--- config.mk ---
export PLATFORM = sky130hd
export DESIGN_NAME = pkt_framer
export DESIGN_NICKNAME = d
export VERILOG_FILES = /design/src/rtl/pkt_pkg.sv /design/src/rtl/framer_oreg.sv /design/src/rtl/pkt_framer.sv
export SDC_FILE = /design/constraint.sdc
export NUM_CORES = 1
export LEC_CHECK = 0
export CAP_MARGIN = 15
export CORE_MARGIN = 2
export CORE_UTILIZATION = 40
export CTS_CLUSTER_SIZE = 16
export DETAILED_ROUTE_END_ITERATION = 7
export HOLD_SLACK_MARGIN = 0.1
export MAX_ROUTING_LAYER = met4
export PLACE_DENSITY = 0.6
export SETUP_SLACK_MARGIN = 0.5
export SYNTH_ARGS = -nofsm -noshare
export SYNTH_HDL_FRONTEND = slang
export SYNTH_HIERARCHICAL = 1
export SYNTH_SLANG_ARGS = --single-unit
--- constraint.sdc ---
create_clock -name clk -period 2 [get_ports clk]
set_input_delay 0.4 -clock clk [delete_from_list [all_inputs] [get_ports clk]]
set_output_delay 0.4 -clock clk [all_outputs]
set_load 0.1 [all_outputs]
--- src/rtl/pkt_pkg.sv ---
// Shared definitions for the packet framer and its egress neighbours.
package pkt_pkg;

  // Framer states: no packet open, packet collecting payload, trailer pending.
  typedef enum logic [1:0] {
    IDLE  = 2'd0,
    OPEN  = 2'd1,
    TRAIL = 2'd2
  } state_t;

  // The checksum lives at the data width so the trailer fits in one word.
  function automatic int unsigned csum_width(input int unsigned dw);
    return dw;
  endfunction

endpackage

--- src/rtl/framer_oreg.sv ---
// One-entry output register with a req/ack output side; o_free says a load may happen now.
module framer_oreg #(
  parameter int unsigned dw = 8
) (
  input  logic          clk,
  input  logic          rstn,
  input  logic          i_load,
  input  logic [dw-1:0] i_data,
  input  logic          i_last,
  input  logic          i_ack,
  output logic          o_req,
  output logic [dw-1:0] o_data,
  output logic          o_last,
  output logic          o_free
);

  logic          r_valid;
  logic [dw-1:0] r_data;
  logic          r_last;

  // Load wins over drain; the caller only loads when o_free is high.
  always_ff @(posedge clk or negedge rstn) begin
    if (!rstn) begin
      r_valid <= 1'b0;
      r_data  <= '0;
      r_last  <= 1'b0;
    end else if (i_load) begin
      r_valid <= 1'b1;
      r_data  <= i_data;
      r_last  <= i_last;
    end else if (i_ack) begin
      r_valid <= 1'b0;
    end
  end

  // Free when empty or when the held word leaves on this edge.
  always_comb begin
    o_free = ~r_valid | i_ack;
    o_req  = r_valid;
    o_data = r_data;
    o_last = r_last;
  end

endmodule

--- src/rtl/pkt_framer.sv ---
// Groups a req/ack word stream into packets closed by a two's-complement checksum trailer.
module pkt_framer
  import pkt_pkg::*;
#(
  parameter int unsigned dw      = 8,
  parameter int unsigned PKT_LEN = 4,
  parameter int unsigned TMO     = 8,
  parameter int unsigned CW      = 16
) (
  input  logic          clk,
  input  logic          rstn,
  input  logic [dw-1:0] d_in,
  input  logic          req_in,
  output logic          ack_in,
  output logic [dw-1:0] d_out,
  output logic          req_out,
  output logic          last_out,
  input  logic          ack_out,
  output logic [CW-1:0] pkt_count
);

  localparam int unsigned SW   = csum_width(dw);
  localparam int unsigned CNTW = $clog2(PKT_LEN + 1);
  localparam int unsigned TW   = (TMO > 0) ? $clog2(TMO + 1) : 1;

  localparam logic [CNTW-1:0] CNT_LAST = CNTW'(PKT_LEN - 1);
  localparam logic [TW-1:0]   TMR_LAST = (TMO == 0) ? '0 : TW'(TMO - 1);

  state_t          r_state;
  logic [SW-1:0]   r_sum;
  logic [CNTW-1:0] r_cnt;
  logic [TW-1:0]   r_tmr;
  logic [CW-1:0]   r_pkt_count;

  logic            w_free;
  logic            w_accept;
  logic            w_load;
  logic [dw-1:0]   w_load_data;
  logic            w_load_last;
  logic [dw-1:0]   w_trailer;

  // Input handshake and output-register load selection.
  always_comb begin
    ack_in      = w_free & (r_state != TRAIL);
    w_accept    = req_in & ack_in;
    w_trailer   = '0 - r_sum;
    w_load_last = (r_state == TRAIL);
    w_load      = w_accept | (w_load_last & w_free);
    w_load_data = w_load_last ? w_trailer : d_in;
  end

  // Packet FSM with checksum accumulator, payload counter and idle timer.
  always_ff @(posedge clk or negedge rstn) begin
    if (!rstn) begin
      r_state <= IDLE;
      r_sum   <= '0;
      r_cnt   <= '0;
      r_tmr   <= '0;
    end else begin
      case (r_state)
        IDLE: begin
          if (w_accept) begin
            r_sum   <= d_in;
            r_cnt   <= CNTW'(1);
            r_tmr   <= '0;
            r_state <= (PKT_LEN == 1) ? TRAIL : OPEN;
          end
        end
        OPEN: begin
          if (w_accept) begin
            // A word arriving on the expiry cycle still joins the packet.
            r_sum <= r_sum + d_in;
            r_cnt <= r_cnt + CNTW'(1);
            r_tmr <= '0;
            if (r_cnt == CNT_LAST) begin
              r_state <= TRAIL;
            end
          end else if ((TMO != 0) && (r_tmr == TMR_LAST)) begin
            r_state <= TRAIL;
          end else begin
            r_tmr <= r_tmr + TW'(1);
          end
        end
        TRAIL: begin
          // Timer is frozen here; the trailer waits for room downstream.
          if (w_free) begin
            r_sum   <= '0;
            r_cnt   <= '0;
            r_tmr   <= '0;
            r_state <= IDLE;
          end
        end
        default: r_state <= IDLE;
      endcase
    end
  end

  // Count trailers as they leave, not when they are formed.
  always_ff @(posedge clk or negedge rstn) begin
    if (!rstn) begin
      r_pkt_count <= '0;
    end else if (req_out && ack_out && last_out) begin
      r_pkt_count <= r_pkt_count + CW'(1);
    end
  end

  assign pkt_count = r_pkt_count;

  framer_oreg #(
    .dw(dw)
  ) u_oreg (
    .clk    (clk),
    .rstn   (rstn),
    .i_load (w_load),
    .i_data (w_load_data),
    .i_last (w_load_last),
    .i_ack  (ack_out),
    .o_req  (req_out),
    .o_data (d_out),
    .o_last (last_out),
    .o_free (w_free)
  );

endmodule

After elaboration in Yosys (flattened, before gate mapping). Index checks and enable logic that the tools add are counted.

Add/subtract/negate cells: 5. Equal/unequal tests: 11. Multiplexer cells: 22. Bitwise gates (word level): 6. Reduce and logical (&&, ||, !) cells: 8.

Operators with widths (count): 2-to-1 mux 8 bit (4); case mux 8 bit (3 select lines) (1); adder 16 x 1 -> 16 bit, second input constant (1); 2-to-1 mux 4 bit (4); case mux 4 bit (3 select lines) (1); AND reduction 4 bit (3); 2-to-1 mux 2 bit (5); 2-to-1 mux 3 bit (3); inequality test 3 bit, second input constant (3); case mux 3 bit (3 select lines) (1); adder 8 bit (1); inequality test 2 bit, second input constant (4); subtractor 1 x 8 -> 8 bit, first input constant (1); case mux 2 bit (3 select lines) (1); adder 4 x 1 -> 4 bit, second input constant (1); == test 4 x 3 -> 1 bit, second input constant (1); adder 3 x 1 -> 3 bit, second input constant (1); bitwise AND 1 bit (3); == test 3 x 2 -> 1 bit, second input constant (1); nonzero test 3 bit (1); == test 2 x 1 -> 1 bit, second input constant (1); == test 2 bit, second input constant (1); logical AND 1 bit (2); zero test 2 bit (1); other kinds (4) (6).

Register bits: 43. Output and inout bits: 27. Logic and storage cells: 60.

Logic depth before layout (Yosys ltp).
Depth after elaboration: 6. Depth in mapped cells: 9.

Hierarchy. Netlist, hierarchy kept.

By module, submodules not included: pkt_framer (times used 1, cells each 229, area an instance 2278.4 um^2, sequential area each 825.8 um^2); framer_oreg (times used 1, cells each 22, area an instance 409.1 um^2, sequential area each 250.2 um^2).

Least setup slack after synthesis. Ideal clock, no wire load.

Path kind: reg-to-output. From: register u_oreg.r_valid, in the netlist u_oreg/o_req. To: output ack_in. Arrival: 2487 ps. Required time: 1600 ps. Slack: -887 ps. Cell stages (with the launch flop): 4. Path through: dfrtp_1 > nand2b_1 > inv_1 > nor2_1.

Longest elaborated chain between the ends: 3.

RTL lines: start, declared (RTL line framer_oreg.sv:17) `logic r_valid;`; start signal, assigned (RTL line framer_oreg.sv:24) `r_valid <= 1'b0;`; start signal, assigned (RTL line framer_oreg.sv:28) `r_valid <= 1'b1;`; start signal, assigned (RTL line framer_oreg.sv:32) `r_valid <= 1'b0;`; NOT 1 bit (RTL line framer_oreg.sv:38) `o_free = ~r_valid | i_ack;`; OR 1 bit (RTL line framer_oreg.sv:38); via w_free (RTL line pkt_framer.sv:35) `logic w_free;`; bitwise AND 1 bit (RTL line pkt_framer.sv:44) `ack_in = w_free & (r_state != TRAIL);`; end, declared (RTL line pkt_framer.sv:14) `output logic ack_in,`.

The timed path passes the listed nets, and every way through them passes these cells.

Final worst setup path.
From: register r_sum[0]. To: register r_sum[6].

Longest elaborated chain between the ends: 3.

RTL lines: start, declared (RTL line pkt_framer.sv:30) `logic [SW-1:0] r_sum;`; start signal, assigned (RTL line pkt_framer.sv:63) `r_sum <= d_in;`; start signal, assigned (RTL line pkt_framer.sv:72) `r_sum <= r_sum + d_in;`; adder 8 bit (RTL line pkt_framer.sv:72); 2-to-1 mux 8 bit (RTL line pkt_framer.sv:70) `if (w_accept) begin`; case mux 8 bit (3 select lines) (RTL line pkt_framer.sv:60) `case (r_state)`.

Every way passes these cells. The select of a mux whose other input is x is not followed. A chain may end at the register's enable or synchronous reset.

==> impl_metrics.yaml <==
run_status:
  status: "finished, final reports clean"
job:
  drv_cap: 0
logic_synthesis:
  synth_top_area_share_pct: 40.04
  synth.largest_area_cell: "dfrtp_1"
  syn_area_per_cell_um2: 10.71
  ys.flop_type: "dfrtp_1"
  synth_edf_count: 0
  syn-num-nets: 279
  syn-cell-area_um2: 2688
  ys_types: 55
  ys_top_cells_by_area: "dfrtp_1 (40%), ha_1 (7.0%), mux2_4 (5.0%), xnor2_1 (4.9%), mux2_2 (4.2%)"
  ys_warn_count: 6
  synth_seq_cells: 43
  async_flop_share_pct: 100.0
  ys_seq_area_share_pct: 40.04
  synth_cells: 251
floorplan:
  design.die.area_um2: 7391
  core_area_um2: 6422
  pin_count: 39
  core.rowCount: 29
  die_w_um: 85.97
  die_y_um: 85.97
  floorplan.initialDensity_pct: 41.85
sta:
  final-max-slew-violation-count: 0
  rsz0062_at_grt: "yes"
  post-route-period-util_pct: 96.33
  finClkSkew_ns: 0.01141
  hold_ws_ns: 0.4722
  tightestPinTransition_ns: 0.4956
  setup_viol: 0
  period_needed_ns: 1.927
  timing.final.ws_setup_ns: 0.07331
  finalHoldViolations: 0
  slew_headroom_pct: 66.96
  fmax_ghz: 0.5190
layout:
  fin_area_um2: 4163
  nFillCells: 494
  nets: 381
  diodes: 0
  drive_gt1_share_pct: 56.78
  final_core_util_pct: 64.82
  fin_cells: 431
  multiInputGateArea_um2: 1873
  areaGrowthSynthToFinish_pct: 54.89
  seq_area_um2: 1112
worst_hold_path:
  hp-class: "reg -> reg"
  whs_path_depth: 1
  hold_path_end: "pkt_count[15]"
  hold_path.startpoint: "pkt_count[15]"
placement:
  dpl_cell_area_um2: 3453
  gp_congestion: 0.8255
  hpwl_um: 4336
  pre_cts_ws_ns: -0.3939
  dp.cells: 387
  place.port_buffers: 38
critical_path:
  startpoint_type: "register"
  crit_fanout: 3
  worstPathArrival_ns: 2.10
  timing.rr.end: "r_sum[6]"
  cp_cell_sequence: "ha_2, fa_2, a21o_1, a21oi_2, nor4b_1, o41ai_2, a31oi_1"
  worstRegToRegCells: 7
  cp_top_family: "compound AO/OA/AOI/OAI gates"
  r2r_start: "r_sum[0]"
  r2r_slack_ns: 0.07
  slowest_delay_ns: 0.40
  path_class: "reg -> reg"
  cp.required_ns: 2.18
  cp_slowest_cell: "dfrtp_1"
  critPathCaptureType: "register"
  critPathBufInv: 0
power:
  power.leakage_nw: 1.887
  power_density_nw_per_um2: 1705
  max-vdd-ir-drop_mv: 1.394
grt:
  grt_util_all_layers_pct: 19.67
  grt_pass1_vias: 2376
  grt_overflow: 0
  grt_max_degree: 24
  grt_antenna_before_repair: 0
  grt_pass1_wl_um: 11290
routing:
  wl_um: 6646
  wl_met2_um: 3233
  vias_per_cell: 5.181
  first_pass_iters: 5
  via_count: 2233
  wl_met1_um: 3140
  drc_errors: 0
  drt_iter0_markers: 88
  topRoutingLayerUsed: "met4"
  wire_per_inst_um: 15.42
  route.met3.wl_um: 203
  ant_nets: 0
cts:
  cts_tree: "yes"
  path_clk_slew_ns: 0.09
  htreeDepth: 2
  clock_path_buffers: 2
  clk_latency_ns: 0.30
  cts_root_buf: "clkbuf_8"
  clock_sinks: 43
  cts_made_buffers: 5
[final cells by class]
class / count / share of cell area, %
multi-input combinational: 190 / 45.00
sequential: 43 / 26.72
timing repair buffer: 102 / 22.06
tap: 77 / 2.314
clock buffer: 6 / 1.984
inverter: 11 / 1.082
clock inverter: 2 / 0.8416
[worst max-delay path by stage]
stage | cells past startpoint | slack, ns | to | start
final | 7 | 0.07 | r_sum[6] | r_sum[0]
after global routing | 7 | -0.08 | r_sum[6] | r_sum[0]
after CTS | 7 | 0.07 | r_sum[6] | r_sum[0]
after detailed placement | 8 | -0.39 | r_sum[6] | d_in[0]
after global placement | 8 | -0.37 | r_sum[6] | d_in[0]
after floorplan | 7 | 0.12 | r_sum[6] | r_sum[0]
[stage by stage]
step	setup TNS, ns	power (W)
floorplan	0	0.004379
global placement	-1.768	0.005258
detailed placement	-1.738	0.005297
CTS	0	0.006756
global route	-0.07661	0.007526
finish	0	0.007098
[state kept, by name (all words and copies together), names as in the netlist]
signal,count
r_sum,8
u_oreg/o_req,1
r_state,2
r_cnt,3
u_oreg/o_last,1
r_tmr,4
pkt_count,16
u_oreg/o_data,8
[where the power goes]
group / switching (W) / internal [W] / leakage [nW]
Sequential: 0.000303 / 0.00118 / 0.521
Combinational: 0.00268 / 0.00222 / 1.30
Clock: 0.000312 / 0.000405 / 0.0612
Total: 0.00330 / 0.00380 / 1.89
[layout by cell type, fill, tap and decap left out, types with 5 or more instances in the layout]
master / n
a21o_1: 5
a21oi_1: 5
a21oi_2: 6
buf_12: 5
buf_4: 66
buf_6: 16
clkbuf_8: 6
dfrtp_1: 28
dfrtp_2: 8
dfrtp_4: 7
dlygate4sd2_1: 6
ha_1: 5
ha_4: 8
inv_1: 5
inv_2: 5
mux2_2: 5
mux2_4: 15
mux2i_1: 6
nand2_1: 15
nand3_1: 8
nor2_1: 6
nor2_2: 5
nor2_4: 9
xnor2_1: 14
xor2_1: 9
[worst reg2reg max path, stage by stage, from the launching register on]
cell     delay (ns)
dfrtp_1        0.40
ha_2           0.20
fa_2           0.35
a21o_1         0.17
a21oi_2        0.17
nor4b_1        0.08
o41ai_2        0.31
a31oi_1        0.12
[synth_stat cells, drive strengths merged (3+ instances only)]
master	n
inv	11
nor2b	6
o21ai	8
nand2	16
nand4	5
ha	15
dfrtp	43
nor2	20
mux2i	7
and3	4
xnor2	15
a21o	5
a22oi	3
xor2	9
nand3	9
nand3b	4
mux2	20
a211oi	3
a21oi	11
nor3	8
buf	7
[per-layer routing]
metal  vias up  global-route usage [%]
li1       1092                       -
met1      1095                   25.67
met2        40                   31.22
met3         6                   3.272
met4         0                   6.349
met5         -                       -
[cell families after synthesis]
family / share of synthesized area [%]
xor gates and xnor gates: 7.822
adders and majority gates: 7.728
AOI/OAI and AO/OA: 10.99
muxes: 12.38
and+or+nand+nor: 17.64
buffers and inverters: 3.399
DFF: 40.04
[timing repair]
item / CTS / global route
endpoints found under the hold margin: 21 / 0
endpoints found under the setup margin: 33 / 34
resized for setup: 54 / 31
gates cloned: 1 / 0
pin swaps: 30 / 19
setup buffers: 25 / 9
hold buffers: 1 / 0
Power figures use the tool's default switching activity.
